<file path="src/rtl/game_input_conditioner.sv">
// N-channel switch/button conditioner: 2-FF synchroniser, debounce, stable level, rise/fall pulses.
// Optional auto-repeat of rise while held is built when GAME_INPUT_REPEAT_EN is defined.
module game_input_conditioner #(
  parameter int unsigned NUM_CH        = 13,
  parameter int unsigned DB_CYCLES     = 500000,
  parameter int unsigned HOLD_CYCLES   = 50000000,
  parameter int unsigned REPEAT_CYCLES = 10000000
) (
  input  logic                                           clk,
  input  logic                                           RESET,
  input  logic [NUM_CH-1:0]                              raw_in,
  input  logic [NUM_CH-1:0]                              en_mask,
  output logic [NUM_CH-1:0]                              level,
  output logic [NUM_CH-1:0]                              rise,
  output logic [NUM_CH-1:0]                              fall,
  output logic                                           any_rise,
  output logic [((NUM_CH > 1) ? $clog2(NUM_CH) : 1)-1:0] rise_id
);

  localparam int unsigned IDW = (NUM_CH > 1) ? $clog2(NUM_CH) : 1;
  localparam int unsigned CW  = $clog2(DB_CYCLES + 1);
  localparam logic [CW-1:0] DB_LAST = CW'(DB_CYCLES - 1);

  logic [NUM_CH-1:0] s1, s2;
  logic [CW-1:0]     cnt [NUM_CH];

`ifdef GAME_INPUT_REPEAT_EN
  localparam int unsigned HMAX = (HOLD_CYCLES > REPEAT_CYCLES) ? HOLD_CYCLES : REPEAT_CYCLES;
  localparam int unsigned HW   = $clog2(HMAX + 1);
  localparam logic [HW-1:0] HOLD_LAST = HW'(HOLD_CYCLES - 1);
  localparam logic [HW-1:0] REP_LAST  = HW'(REPEAT_CYCLES - 1);

  logic [HW-1:0]     hcnt [NUM_CH];
  logic [NUM_CH-1:0] repeating;
`endif

  always_ff @(posedge clk) begin
    if (RESET) begin
      s1    <= '0;
      s2    <= '0;
      level <= '0;
      rise  <= '0;
      fall  <= '0;
      for (int unsigned i = 0; i < NUM_CH; i++) begin
        cnt[i] <= '0;
`ifdef GAME_INPUT_REPEAT_EN
        hcnt[i] <= '0;
`endif
      end
`ifdef GAME_INPUT_REPEAT_EN
      repeating <= '0;
`endif
    end else begin
      s1 <= raw_in;
      s2 <= s1;
      for (int unsigned i = 0; i < NUM_CH; i++) begin
        rise[i] <= 1'b0;
        fall[i] <= 1'b0;
        if (!en_mask[i] || (s2[i] == level[i])) begin
          cnt[i] <= '0;
        end else if (cnt[i] == DB_LAST) begin
          level[i] <= s2[i];
          cnt[i]   <= '0;
          rise[i]  <= s2[i];
          fall[i]  <= ~s2[i];
        end else begin
          cnt[i] <= cnt[i] + CW'(1);
        end
`ifdef GAME_INPUT_REPEAT_EN
        // Hold timer restarts on every accepted change (either direction) and is idle while low/masked;
        // the later rise assignment overrides the pulse default above.
        if (!en_mask[i] || !level[i] || ((s2[i] != level[i]) && (cnt[i] == DB_LAST))) begin
          hcnt[i]      <= '0;
          repeating[i] <= 1'b0;
        end else if (hcnt[i] == (repeating[i] ? REP_LAST : HOLD_LAST)) begin
          hcnt[i]      <= '0;
          repeating[i] <= 1'b1;
          rise[i]      <= 1'b1;
        end else begin
          hcnt[i] <= hcnt[i] + HW'(1);
        end
`endif
      end
    end
  end

  always_comb begin
    logic found;
    found   = 1'b0;
    rise_id = '0;
    for (int unsigned i = 0; i < NUM_CH; i++) begin
      if (rise[i] && !found) begin
        rise_id = IDW'(i);
        found   = 1'b1;
      end
    end
    any_rise = |rise;
  end

endmodule

</file>
<file path="config.mk">
export PLATFORM = sky130hd
export DESIGN_NAME = game_input_conditioner
export DESIGN_NICKNAME = d
export VERILOG_FILES = /design/src/rtl/game_input_conditioner.sv
export SDC_FILE = /design/constraint.sdc
export NUM_CORES = 1
export LEC_CHECK = 0
export BUFFER_PORTS_ARGS = -buffer_cell sky130_fd_sc_hd__clkbuf_2
export CORE_MARGIN = 2
export CORE_UTILIZATION = 45
export CTS_CLUSTER_SIZE = 14
export DETAILED_ROUTE_END_ITERATION = 10
export MAX_ROUTING_LAYER = met4
export PLACE_DENSITY_LB_ADDON = 0.12
export REMOVE_ABC_BUFFERS = 1
export SYNTH_ARGS = -nofsm -noshare
export SYNTH_HDL_FRONTEND = slang
export SYNTH_SLANG_ARGS = --single-unit
</file>
<file path="constraint.sdc">
create_clock -name clk -period 2.7 [get_ports clk]
set_clock_uncertainty 0.1 [all_clocks]
set_input_delay 0.135 -clock clk [delete_from_list [all_inputs] [get_ports clk]]
set_output_delay 0.135 -clock clk [all_outputs]
set_load 0.1 [all_outputs]
</file>
## Word level (Yosys, flattened, before mapping)

Memories as Yosys holds them, arrays and structs flattened.
Cells that the tools add are included.
Widths: inputs -> output; s select.

| storage, ports and cells | value |
|---|---|
| bits in registers | 65 |
| latch bits | 0 |
| bits in writable memories | 247 |
| memory bits (read-only) | 0 |
| output and inout port bits | 44 |
| logic and storage cells | 444 |
| memories | 1 |

| operators by class | value |
|---|---|
| add/sub/neg operators | 13 |
| multipliers | 0 |
| div/mod/pow operators | 0 |
| order comparisons | 0 |
| equality and inequality tests | 26 |
| shift-type cells | 0 |
| muxes and demuxes | 208 |
| bitwise operators | 78 |
| reduce and logical (&&, ||, !) cells | 77 |

Memories:

| name | words | width | rd ports | clocked after memory_dff | write ports | RTL line | RTL |
|---|---|---|---|---|---|---|---|
| cnt | 13 | 19 | 13 | 0 | 13 | 25 | `logic [CW-1:0] cnt [NUM_CH];` |

Operators by type and width:

| cell | count |
|---|---|
| $mux 19 | 39 |
| $add 19x1->19 const B | 13 |
| $eq 19x19->1 const B | 13 |
| $mux 1 | 158 |
| $mux 4 | 11 |
| $not 1->1 | 39 |
| $or 1x1->1 | 39 |
| $reduce_or 3->1 | 13 |
| $reduce_and 2->1 | 13 |
| $logic_not 1->1 | 25 |
| $eq 1x1->1 | 13 |
| $logic_or 1x1->1 | 13 |
| $reduce_or 13->1 | 1 |
| $logic_and 1x1->1 | 12 |

## Logic depth before layout (Yosys ltp)

Gate-level depths: netlist (run 1).

| logic depth | value |
|---|---|
| word-level depth | 37 |
| mapped depth | 8 |
| mapped depth without buffers | 6 |

## Least setup slack after synthesis (run 1)

Ideal clock, no wire load.

| timing path | value |
|---|---|
| kind | register to output |
| start | register rise[9] |
| end | output rise_id[0] (netlist name) |
| arrival time | 3.685 ns |
| required time | 2.465 ns |
| setup slack | -1.220 ns |
| cell stages (with the launch flop) | 5 |
| path through | dfxtp_1 a21oi_1 o21bai_1 a21oi_1 o311ai_1 |

| between the ends | value |
|---|---|
| word-level cells in the longest chain between the ends | 11 |

RTL lines:

| what | RTL line | RTL |
|---|---|---|
| start, declared | 14 | `output logic [NUM_CH-1:0] rise,` |
| start signal, assigned by index | 64 | `rise[i] <= s2[i];` |
| $logic_and 1x1->1 * | 92 | `if (rise[i] && !found) begin` |
| $mux 1 | 92 |  |
| $logic_not 1->1 | 92 |  |
| $logic_and 1x1->1 | 92 |  |
| $mux 1 | 92 |  |
| $logic_not 1->1 | 92 |  |
| $logic_and 1x1->1 | 92 |  |
| $mux 1 | 92 |  |
| $logic_not 1->1 | 92 |  |
| $logic_and 1x1->1 | 92 |  |
| $mux 4 * | 92 |  |
| end, declared | 17 | `output logic [((NUM_CH > 1) ? $clog2(NUM_CH) : 1)-1:0] rise_id` |

Mark *: on every way between the ends. The rest lies on a longest branch, timed or not.

## Worst setup path in the final report (run 1)

| timing path | value |
|---|---|
| start | register rise[1] |
| end | output rise_id[0] (netlist name) |

| between the ends | value |
|---|---|
| word-level cells in the longest chain between the ends | 35 |

RTL lines:

| what | RTL line |
|---|---|
| $logic_and 1x1->1 * | 92 |
| $mux 1 | 92 |
| $logic_not 1->1 | 92 |
| $logic_and 1x1->1 | 92 |
| $mux 1 | 92 |
| $logic_not 1->1 | 92 |
| $logic_and 1x1->1 | 92 |
| $mux 1 | 92 |
| (+19 left out) | -- |
| $logic_and 1x1->1 | 92 |
| $mux 1 | 92 |
| $logic_not 1->1 | 92 |
| $logic_and 1x1->1 | 92 |
| $mux 1 | 92 |
| $logic_not 1->1 | 92 |
| $logic_and 1x1->1 | 92 |
| $mux 4 * | 92 |

Marked as above.

==> results of run 1 <==
kinds of logic (layout without fill, tap and decap cells):
kind of cell    count (synthesis)  count (layout)  share of synthesized area
compound gates                 11              11                   0.004383
xor+xnor                      233             233                     0.1324
fa+ha+maj                      13              13                    0.01055
buf+inv                        59             219                    0.01883
flops                         312             312                     0.5655
mux                            12              12                   0.007791
other cells                     1             247                  0.0002432
simple gates                  796             796                     0.2603
layer usage:
metal  vias to the layer above  part of all wire  GRT usage
li1                       5578                 -          -
met1                      5056              0.49     0.2251
met2                       135              0.46     0.2705
met3                        43             0.037    0.02762
met4                         0             0.019    0.04477
met5                         -                 0          -
stage by stage:
step / utilization / area [µm²] / power (mW) / hold WS (ps)
global placement: 0.5146 / 17300 / 5.938 / 244.6
floorplan: - / 16170 / 5.823 / 106.6
global route: 0.5570 / 18720 / 10.82 / 281.0
finish: 0.5570 / 18720 / 10.41 / 284.7
CTS: 0.5556 / 18680 / 10.54 / 265.5
detailed placement: 0.5146 / 17300 / 5.947 / 249.8
final timing paths:
| path | start | endpoint | slack [ps] |
|---|---|---|---|
| max | rise[1] | rise_id[0] | 100 |
| min | raw_in[0] | s1[0] | 280 |
| max reg2reg | cnt[1][12] | cnt[1][6] | 380 |
| min reg2reg | s1[10] | s2[10] | 330 |
cell usage in the layout (no fill, tap or decap), drive strengths merged, types with 26 or more instances in the layout:
master and n:
edfxtp 247, nor3 55, nand2 105, nand3 102
conb 247, nor2b 26, clkbuf 121, nor2 302
xnor2 90, dlygate4sd3 27, dfxtp 65, inv 31
and3 44, xor2 143, buf 28, nand4 44
area by class of cell:
cell class | instances | area [µm²]
clock buffers | 53 | 1047
flip-flops and latches | 312 | 8718
inverters | 31 | 116.4
well taps | 448 | 560.5
multi-input cells | 1312 | 7365
clock inverters | 11 | 52.55
fillers | 3045 | 14890
repair buffers | 124 | 863.3
repair_timing:
| item | CTS | global route |
|---|---|---|
| gates cloned | 0 | 0 |
| pin swaps | 0 | 1 |
| hold endpoints to repair | 53 | 0 |
| resized for setup | 1 | 8 |
| hold buffers | 27 | 0 |
| setup buffers | 0 | 1 |
| endpoints found under the setup margin | 2 | 2 |
registers in the layout, summed over array words and instances, names as in the netlist:
register,flops
s1,13
fall,13
s2,13
rise,13
level,13
cnt,247
power by group through the flow:
stage	combinational, mW	sequential [mW]	clock, mW
after floorplan	0.253	5.57	0
after global placement	0.328	5.61	0
after detailed placement	0.329	5.62	0
after CTS	0.364	5.52	4.66
after global routing	0.431	5.54	4.85
final	0.371	5.52	4.52
worst min-delay path: stages:
cell,delay [ps]
dlygate4sd3_1,520
clkbuf_2,90
nor2b_1,100
==> impl_metrics.yaml, run 1 <==
die:
  rows: 67
  core_mm2: 0.03362
  die_height_um: 189.1
  die_width_um: 189.1
  start_util: 0.4586
  ios: 72
  die-area_mm2: 0.03576
worst_setup_path:
  arrival_ps: 2360
  path_buf_inv: 1
  critPathKind: "reg -> out"
  cp.required_ps: 2470
  crit_path_cell_trace: "or4_4 > nand2b_4 > nor3_4 > nand3b_1 > o311ai_1 > buf_12"
  endpoint_kind: "primary output"
  start_kind: "register"
  crit_cells: 6
  slowest_delay_ps: 550
  slowest_stage: "or4_4"
  crit_fanout: 4
  rr_worst_depth: 6
  crit_family: "simple AND/OR/NAND/NOR gates"
sta:
  slew_violations: 0
  tightest_slew_ps: 746.7
  fmax_mhz: 384.8
  final.min_clock_period_ps: 2599
  setup_tns_ps: 0
  period_share: 0.9625
  grt_setup_unrepaired: "no"
  worst_slew_margin_rel: 0.4976
  layout_setup_ws_ps: 101.2
  hold_viol: 0
  setup_viol: 0
pwr:
  cellPowerDensity_mw_per_mm2: 555.8
  p_comb_frac: 0.036
  p_switching_mw: 2.205
  p_int_mw: 8.201
  peakVddDrop_mv: 0.3893
  power_frac_seq: 0.530
  p_clk_frac: 0.434
  p_sw_frac: 0.2119
  p_leak_nw: 6.958
placed_design:
  gp_congestion: 0.7744
  portBuffers: 71
  dp_cells: 2199
  dp_hpwl_mm: 20.98
  dp_slack_ps: 371.6
cells_and_area:
  syn2layout_area_growth_pct: 21.44
  fin_nets: 1858
  antennaDiodeCount: 0
  layout.cells.non_filler: 2291
  drive_gt1_frac: 0.09333
detailed_routing:
  drt_wl_total_mm: 28.76
  drt_first_pass_iters: 5
  drc: 0
  ant_nets: 0
  routedWlPerCell_um: 12.55
  vias: 10812
  drt_iter0_markers: 481
  viasPerCell: 4.719
cts:
  htreeDepth: 2
  cts_root_buffer: "clkbuf_16"
  path_clk_slew_ps: 60
  clk_latency_ps: 500
  cts_buffers: 36
  cts_tree: "built"
  cts.sinks: 312
  cts_max_path_buffers: 3
yosys:
  synth_top_area_frac: 0.4811
  synth_commonest_cells: "nor2_1 (292), edfxtp_1 (247), xor2_1 (143), nand2_1 (104), nand3_1 (101)"
  syn_inst: 1437
  ys.flop_type: "edfxtp_1"
  ys_types: 48
  synth_largest_area_cell: "edfxtp_1"
  netlist_area_mm2: 0.01542
  yosysWarningCount: 0
  ys_ff_latch: 312
  syn_avg_cell_area_um2: 10.73
  synth_edf_count: 247
  synth.area.top_cells: "edfxtp_1 (48%), dfxtp_1 (8.4%), xor2_1 (8.1%), nor2_1 (7.1%), xnor2_1 (5.1%)"
  yosysSeqAreaShare: 0.5655
  synth.most_common_cell: "nor2_1"
  ys_async_sr_fraction: 0
worst_hold_path:
  holdPathStages: 3
  hp-class: "in -> reg"
global_route:
  gr-usage-all-layers: 0.1693
  grt_pass1_vias: 10410
  overflow: 0
  grt_max_degree: 25
  antenna_found_initial: 0
  grt_pass1_wl_mm: 48.78
job:
  max_cap_violations: 0
outcome:
  status: "complete, no violations"
No activity file was read; power rests on OpenSTA's default activity.
==> run 2, diff against run 1 <==
Settings changed: RECOVER_POWER set to 100.
==> run 2 against run 1 <==
- global-route usage stayed put
- critical path depth did not move
- hold slack barely moved
- critical path type unchanged
==> impl_metrics.yaml, run 2 (synthesized netlist as in run 1, its figures left out) <==
worst_setup_path:
  crit_fanout: 4
  endpoint_kind: "primary output"
  rr_worst_depth: 6
  crit_start: "rise[1]"
  cp.required_ps: 2470
  arrival_ps: 2380
  start_kind: "register"
  worstReg2RegStart: "cnt[1][12]"
  critPathKind: "reg -> out"
global_route:
  antenna_found_initial: 0
  grt_pass1_vias: 10410
  overflow: 0
  grt_max_degree: 25
  grt_pass1_wl_mm: 48.78
  gr-usage-all-layers: 0.1693
die:
  die_height_um: 189.1
  rows: 67
  ios: 72
  core_mm2: 0.03362
  die-area_mm2: 0.03576
  die_width_um: 189.1
  start_util: 0.4586
cts:
  clk_latency_ps: 510
  cts.sinks: 312
  htreeDepth: 2
  cts_root_buffer: "clkbuf_16"
  cts_buffers: 36
  cts_max_path_buffers: 3
  path_clk_slew_ps: 60
  cts_tree: "built"
cells_and_area:
  syn2layout_area_growth_pct: 20.31
  fin_nets: 1858
  drive_gt1_frac: 0.06186
  top_register: "cnt"
  final_cell_mix: "nor2_1 (298), edfxtp_1 (247), conb_1 (247)"
  largest_register_ff_count: 247
  final_common_cell: "nor2_1"
  final_util: 0.5518
  finalInstanceArea_mm2: 0.01855
  antennaDiodeCount: 0
sta:
  slew_violations: 0
  final.min_clock_period_ps: 2611
  period_share: 0.9670
  setup_viol: 0
  fmax_mhz: 383.0
  worst_slew_margin_rel: 0.1248
  hold_viol: 0
  tightest_slew_ps: 1318
detailed_routing:
  drt_wl_total_mm: 28.83
  routedWlPerCell_um: 12.58
  drc: 0
  drt_iter0_markers: 442
  ant_nets: 0
  drt_first_pass_iters: 5
  vias: 10815
  viasPerCell: 4.721
placed_design:
  gp_congestion: 0.7744
  portBuffers: 71
  dp_hpwl_mm: 20.98
  placed_cell_area_mm2: 0.01730
worst_hold_path:
  hp-class: "in -> reg"
  holdPathStages: 3
  min_from: "raw_in[0]"
pwr:
  peakVddDrop_mv: 0.3908
  p_leak_nw: 6.779
  cellPowerDensity_mw_per_mm2: 560.9
outcome:
  status: "complete, no violations"
job:
  max_cap_violations: 0
==> run 2: cell types whose count changed in the layout (fill, tap and decap cells not counted), moves of 4 or more <==
cell | before | now
clkbuf_1 | 11 | 58
clkbuf_2 | 68 | 38
buf_4 | 26 | 8
nor2_1 | 292 | 298
nor2_2 | 10 | 4
nor4_1 | 16 | 20
nor4_2 | 7 | 3
==> run 2: cell type report <==
cell class	count	area, µm²
Fill cell	3080	15070
Sequential cell	312	8718
Multi-Input combinational cell	1312	7320
Clock buffer	53	1047
Timing Repair Buffer	124	734.5
Tap cell	448	560.5
Inverter	31	116.4
Clock inverter	11	52.55
==> run 2: worst paths after layout <==
| kind | end | slack (ps) |
|---|---|---|
| max | rise_id[1] | 90 |
| min | s1[0] | 280 |
| max reg2reg | cnt[1][10] | 200 |
| min reg2reg | s2[10] | 330 |
==> run 2: power breakdown <==
part           internal (mW)  switching [mW]
Combinational          0.168           0.197
Sequential              5.35           0.170
Clock                   2.68            1.84
==> run 2: metrics by stage <==
step | setup slack [ps] | power [mW] | std cells | setup TNS, ps | hold WS (ps)
after CTS | 35.79 | 10.54 | 2290 | 0 | 265.5
after global routing | -1.256 | 10.82 | 2291 | -1.256 | 281.0
after global placement | 414.0 | 5.938 | 2199 | 0 | 244.6
final | 89.19 | 10.40 | 2291 | 0 | 284.5
after detailed placement | 371.6 | 5.947 | 2199 | 0 | 249.8
after floorplan | -1220 | 5.823 | 1655 | -3100 | 106.6
==> run 2: timing repair <==
action,CTS,global route
pin swaps,0,1
gates resized for setup,1,8
hold buffers,27,0
setup endpoints to repair,2,2
buffers inserted,0,1
endpoints found under the hold margin,53,0
==> run 2: critical path: stages (launching register included) <==
cell and delay [ps]:
dfxtp_1 350, or4_4 550, nand2b_4 170, nor3_4 220
o21ai_2 90, o31ai_1 90, clkbuf_4 400
==> run 2: metal layers <==
| metal | track usage | routed length, µm |
|---|---|---|
| met2 | 0.2705 | 13190 |
| met4 | 0.04477 | 554 |
| met3 | 0.02762 | 1141 |
| met1 | 0.2251 | 13950 |
| met5 | - | 0 |
